--- src/rtl/ucsbece154b_gshare_predictor.sv ---
// Fetch-stage branch predictor: direct-mapped BTB plus gshare PHT of 2-bit counters.
// Predicts combinationally from PCF_i; trained non-speculatively from branches/jumps resolved in E.
module ucsbece154b_gshare_predictor #(
  parameter int NUM_BTB_ENTRIES = 32,
  parameter int NUM_GHR_BITS    = 5
) (
  input  logic                    clk,
  input  logic                    reset,
  input  logic [31:0]             PCF_i,
  output logic                    PredTakenF_o,
  output logic [31:0]             PredPCF_o,
  output logic [NUM_GHR_BITS-1:0] PHTIdxF_o,
  input  logic                    UpdateE_i,
  input  logic                    IsBranchE_i,
  input  logic                    IsJumpE_i,
  input  logic [31:0]             PCE_i,
  input  logic [31:0]             TargetE_i,
  input  logic                    ActualTakenE_i,
  input  logic [NUM_GHR_BITS-1:0] PHTIdxE_i
);

  localparam int IDX_W = $clog2(NUM_BTB_ENTRIES);
  localparam int TAG_W = 30 - IDX_W;
  localparam int PHT_N = 1 << NUM_GHR_BITS;

  function automatic logic [1:0] sat_update(input logic [1:0] ctr, input logic up);
    logic [1:0] nxt;
    if (up) begin
      nxt = (ctr == 2'b11) ? 2'b11 : ctr + 2'b01;
    end else begin
      nxt = (ctr == 2'b00) ? 2'b00 : ctr - 2'b01;
    end
    return nxt;
  endfunction

  logic [NUM_BTB_ENTRIES-1:0] r_btb_valid;
  logic [NUM_BTB_ENTRIES-1:0] r_btb_jump;
  logic [TAG_W-1:0]           r_btb_tag    [NUM_BTB_ENTRIES];
  logic [31:0]                r_btb_target [NUM_BTB_ENTRIES];
  logic [1:0]                 r_pht        [PHT_N];
  logic [NUM_GHR_BITS-1:0]    r_ghr;

  logic [IDX_W-1:0]        w_f_idx;
  logic [TAG_W-1:0]        w_f_tag;
  logic [NUM_GHR_BITS-1:0] w_f_pht_idx;
  logic                    w_f_hit;
  logic                    w_f_taken;
  logic [31:0]             w_f_pc_plus4;
  logic [31:0]             w_f_pred_pc;

  logic [IDX_W-1:0]        w_e_idx;
  logic [TAG_W-1:0]        w_e_tag;
  logic                    w_btb_we;
  logic                    w_br_upd;
  logic                    w_unused_pce_lsb;

  // Fetch-side prediction; reads only pre-edge state so same-cycle writes are not forwarded
  always_comb begin
    w_f_idx      = PCF_i[IDX_W+1:2];
    w_f_tag      = PCF_i[31:IDX_W+2];
    w_f_pht_idx  = PCF_i[NUM_GHR_BITS+1:2] ^ r_ghr;
    w_f_hit      = r_btb_valid[w_f_idx] && (r_btb_tag[w_f_idx] == w_f_tag);
    w_f_taken    = w_f_hit && (r_btb_jump[w_f_idx] || r_pht[w_f_pht_idx][1]);
    w_f_pc_plus4 = PCF_i + 32'd4;
    if (w_f_taken) begin
      w_f_pred_pc = r_btb_target[w_f_idx];
    end else begin
      w_f_pred_pc = w_f_pc_plus4;
    end
  end

  assign PredTakenF_o = w_f_taken;
  assign PredPCF_o    = w_f_pred_pc;
  assign PHTIdxF_o    = w_f_pht_idx;

  // Execute-side training controls; a jump flagged as branch too is handled purely as a jump
  always_comb begin
    w_e_idx  = PCE_i[IDX_W+1:2];
    w_e_tag  = PCE_i[31:IDX_W+2];
    w_btb_we = UpdateE_i && (IsJumpE_i || (IsBranchE_i && ActualTakenE_i));
    w_br_upd = UpdateE_i && IsBranchE_i && !IsJumpE_i;
  end

  assign w_unused_pce_lsb = ^PCE_i[1:0];

  // BTB allocation: taken control flow overwrites whatever lives at the index
  always_ff @(posedge clk or negedge reset) begin
    if (!reset) begin
      for (int i = 0; i < NUM_BTB_ENTRIES; i++) begin
        r_btb_valid[i]  <= 1'b0;
        r_btb_jump[i]   <= 1'b0;
        r_btb_tag[i]    <= '0;
        r_btb_target[i] <= 32'd0;
      end
    end else if (w_btb_we) begin
      r_btb_valid[w_e_idx]  <= 1'b1;
      r_btb_jump[w_e_idx]   <= IsJumpE_i;
      r_btb_tag[w_e_idx]    <= w_e_tag;
      r_btb_target[w_e_idx] <= TargetE_i;
    end else begin
      r_btb_valid <= r_btb_valid;
    end
  end

  // PHT counters start weakly not-taken and train at the index F used for this branch
  always_ff @(posedge clk or negedge reset) begin
    if (!reset) begin
      for (int i = 0; i < PHT_N; i++) begin
        r_pht[i] <= 2'b01;
      end
    end else if (w_br_upd) begin
      r_pht[PHTIdxE_i] <= sat_update(r_pht[PHTIdxE_i], ActualTakenE_i);
    end else begin
      r_pht[PHTIdxE_i] <= r_pht[PHTIdxE_i];
    end
  end

  // Global history shifts in resolved outcomes only
  always_ff @(posedge clk or negedge reset) begin
    if (!reset) begin
      r_ghr <= '0;
    end else if (w_br_upd) begin
      r_ghr <= {r_ghr[NUM_GHR_BITS-2:0], ActualTakenE_i};
    end else begin
      r_ghr <= r_ghr;
    end
  end

endmodule

--- config.mk ---
export PLATFORM = sky130hd
export DESIGN_NAME = ucsbece154b_gshare_predictor
export DESIGN_NICKNAME = d
export VERILOG_FILES = /design/src/rtl/ucsbece154b_gshare_predictor.sv
export SDC_FILE = /design/constraint.sdc
export NUM_CORES = 2
export LEC_CHECK = 0
export BUFFER_PORTS_ARGS = -buffer_cell sky130_fd_sc_hd__clkbuf_2
export CAP_MARGIN = 20
export CORE_UTILIZATION = 56
export DETAILED_ROUTE_END_ITERATION = 16
export PLACE_DENSITY = 0.72
export SYNTH_ARGS = -nofsm -noshare
export SYNTH_HDL_FRONTEND = slang
export SYNTH_SLANG_ARGS = --single-unit
--- constraint.sdc ---
create_clock -name clk -period 3.7 [get_ports clk]
set_input_delay 0.185 -clock clk [delete_from_list [all_inputs] [get_ports clk]]
set_output_delay 0.185 -clock clk [all_outputs]
set_load 0.03 [all_outputs]
==> flow_summary_export.csv <==
group,metric,value,unit
clock_tree,tritoncts,"yes",
synthesis,yosysTopAreaCellShare,53.7,%
grt,gr-usage-all-layers,31.8,%
critical_path,critPathLaunchType,"register",
placed_design,io_buffers,142,
sta,fmax,217,MHz
critical_path,arrival,4.43,ns
synthesis,ys_warn_count,0,
synthesis,synth_cells,5697,
synthesis,yosysSeqAreaShare,54.6,%
die,start_util,56.5,%
synthesis,synth_commonest_cells,"1925 x dfrtp_1, 1924 x mux2_2, 503 x mux4_2",
finish,fin_util,64.7,%
routing,wl,253,mm
die,die_y,402,µm
pwr,ir_drop,0.546,mV
finish,drive_above_1_share,56.4,%
sta,setup_viol,33,
synthesis,synth.area.top_cells,"dfrtp_1 54%, mux2_2 24%, mux4_2 13%, mux2i_1 1.8%, clkbuf_1 1.4%",
grt,grt_util_met3,8.46,%
critical_path,cp_data_required_time,3.51,ns
sta,hold_violations,0,
critical_path,cp_max_fo,4,
die,fp-row-count,146,
critical_path,crit_type,"reg2out",
routing,drt_iter0_drc,4823,
sta,layout_setup_ws,-0.917,ns
synthesis,synth_most_common_cell,"dfrtp_1",
sta,worstMarginPinSlew,0.990,ns
grt,grt_max_degree,150,
sta,finalClockSkew,0.0124,ns
clock_tree,tritoncts.num_buffers,197,
finish,nets,5977,
clock_tree,cts_buffer_depth,3,
clock_tree,clock-sinks,1957,
routing,vias_per_cell,6.53,
clock_tree,clock_latency,0.80,ns
die,io_pins,145,
die,die_w,402,µm
pwr,p_leak,47.3,nW
grt,grt_use_met2,48.0,%
placed_design,pre_cts_ws,-0.412,ns
sta,finalMaxSlewViolations,0,
synthesis,synth-edff-count,0,
outcome,violations,"setup timing",
routing,vias,52900,
synthesis,synth_cell_types,56,
die,dieArea,162000,µm²
outcome,status,"finished, violations left",
synthesis,yosysTopAreaCell,"dfrtp_1",
synthesis,syn_nets,5805,
grt,top_usage_layer,"met2",
routing,post_drt_wl_per_cell,31.2,µm
sta,fin_crit,4.62,ns
sta,period_share,125,%
clock_tree,h-tree-depth,4,
routing,firstDrtPassIters,5,
grt,grt_antenna_before_repair,17,
hold_path,hold_class,"in2reg",
sta,slew_headroom,34.0,%
finish,syn2layout_area_growth,14.6,%
synthesis,syn-cell-area,89700,µm²
routing,final_antenna_net_count,0,
synthesis,synthFlopType,"dfrtp_1",
synthesis,post_synth.cell_area_avg,15.7,µm²
clock_tree,path_clk_slew,0.06,ns
placed_design,place.gp.congestion,0.843,
placed_design,dp_hpwl,152,mm
grt,grt_pass1_vias,55900,
clock_tree,root_buffer,"clkbuf_16",
synthesis,ys_ff_latch,1957,
die,core_area,159000,µm²
run,max_cap_violations,0,
sta,fin_hold_ws,0.0615,ns
grt,grt_pass1_wl,379,mm
sta,rsz0062_at_grt,"yes",
grt,overflow,0,
synthesis,synthArstFlopShare,100,%
grt,use_met1,45.5,%
routing,drcViolationCount,0,
pwr,p_per_area,545,nW/µm²
critical_path,endpoint_kind,"output pin",
-- worst paths after layout --
| check | start | endpoint | slack, ns | cells after the start |
|---|---|---|---|---|
| worst max-delay path | r_btb_tag[20] | PredPCF_o[6] | -0.92 | 14 |
| worst max register to register | r_pht[0] | r_pht[60] | 0.88 | 9 |
| worst min register to register | r_btb_valid[18] | r_btb_valid[18] | 0.46 | 1 |
| worst min-delay path | PHTIdxE_i[0] | r_pht[41] | 0.06 | 3 |
| min in group asynchronous | reset | r_pht[4] | 0.21 | 2 |
| max in group asynchronous | reset | r_btb_target[69] | 2.59 | 3 |
-- cells by family (layout without fill, tap and decap cells) --
logic type,Yosys count,after routing,share of synthesized area (%)
other cells,0,4,0
simple gates,307,307,1.70
flops,1957,1957,54.6
mux,2588,2588,38.6
compound gates,225,225,1.78
buf+inv,562,895,2.70
fa+ha+maj,2,2,0.0251
xor+xnor,56,56,0.555
-- metrics by stage --
stage	power [mW]	area, µm²	setup TNS, ns	cells
finish	56.0	103000	-27.57	8106
global route	58.1	103000	-30.87	8105
global placement	35.4	95300	-10.41	7714
floorplan	32.8	89700	0	5697
CTS	56.2	102000	-28.13	8094
detailed placement	35.9	95300	-10.71	7715
-- cell usage in the layout, fill, tap and decap left out, drive strengths merged, types with 5 or more instances in the layout --
cell type / n
dfrtp: 1925
mux2: 1924
mux4: 503
clkbuf: 420
buf: 395
mux2i: 161
nor2: 91
nand2: 63
a21oi: 59
clkinv: 43
a22oi: 34
dfstp: 32
o221ai: 31
xnor2: 30
nand2b: 28
xor2: 26
nand3: 22
o21ai: 22
or2: 20
nor2b: 16
inv: 15
a221oi: 13
a22o: 13
a31oi: 13
nor3: 13
and3: 12
o22ai: 12
a211oi: 12
nand4: 12
bufinv: 12
nand3b: 8
and2: 7
dlygate4sd3: 7
a211o: 5
nor3b: 5
-- routing by layer --
metal / share of wire (%) / vias up
met1: 43 / 29200
met5: 0.055 / -
met2: 46 / 1741
li1: - / 21600
met4: 2.8 / 20
met3: 8.1 / 419
-- repair_timing --
action / 4_1_cts / 5_1_grt
setup buffers: 8 / 7
pin swaps: 10 / 5
endpoints found under the hold margin: 835 / 0
gates cloned: 3 / 2
hold buffers: 8 / 0
resized for setup: 81 / 70
setup endpoints to repair: 33 / 33
-- report_power, final --
| part | switching [mW] | internal, mW | leakage (nW) |
|---|---|---|---|
| Combinational | 3.68 | 5.18 | 18.4 |
| Clock | 8.56 | 11.7 | 3.25 |
| Sequential | 1.84 | 25.0 | 25.6 |
-- registers in the layout, indices dropped and copies added, names as in the netlist --
register      count
r_btb_jump       32
r_btb_tag       800
r_btb_target   1024
r_btb_valid      32
r_ghr             5
r_pht            64
-- critical path: stages (launching register included) --
cell and delay, ns:
dfrtp_1 0.38, mux4_2 0.48, mux4_2 0.54, nand3b_1 0.24, o211ai_1 0.25, nor4_2 0.31
buf_4 0.19, nor2b_4 0.12, and4bb_4 0.33, buf_6 0.13, buf_6 0.08, mux2i_1 0.17
mux2i_1 0.09, buf_4 0.18, buf_8 0.14
-- layout make-up --
class / instances / area [µm²]
tap: 2072 / 2590
inverter: 9 / 53.8
timing repair buffer: 526 / 5840
clock buffer: 296 / 5860
sequential: 1957 / 49000
fill: 11100 / 56000
multi-input combinational: 3178 / 38700
clock inverter: 64 / 706
antenna: 4 / 10.0
No activity file was read; power rests on OpenSTA's default activity.
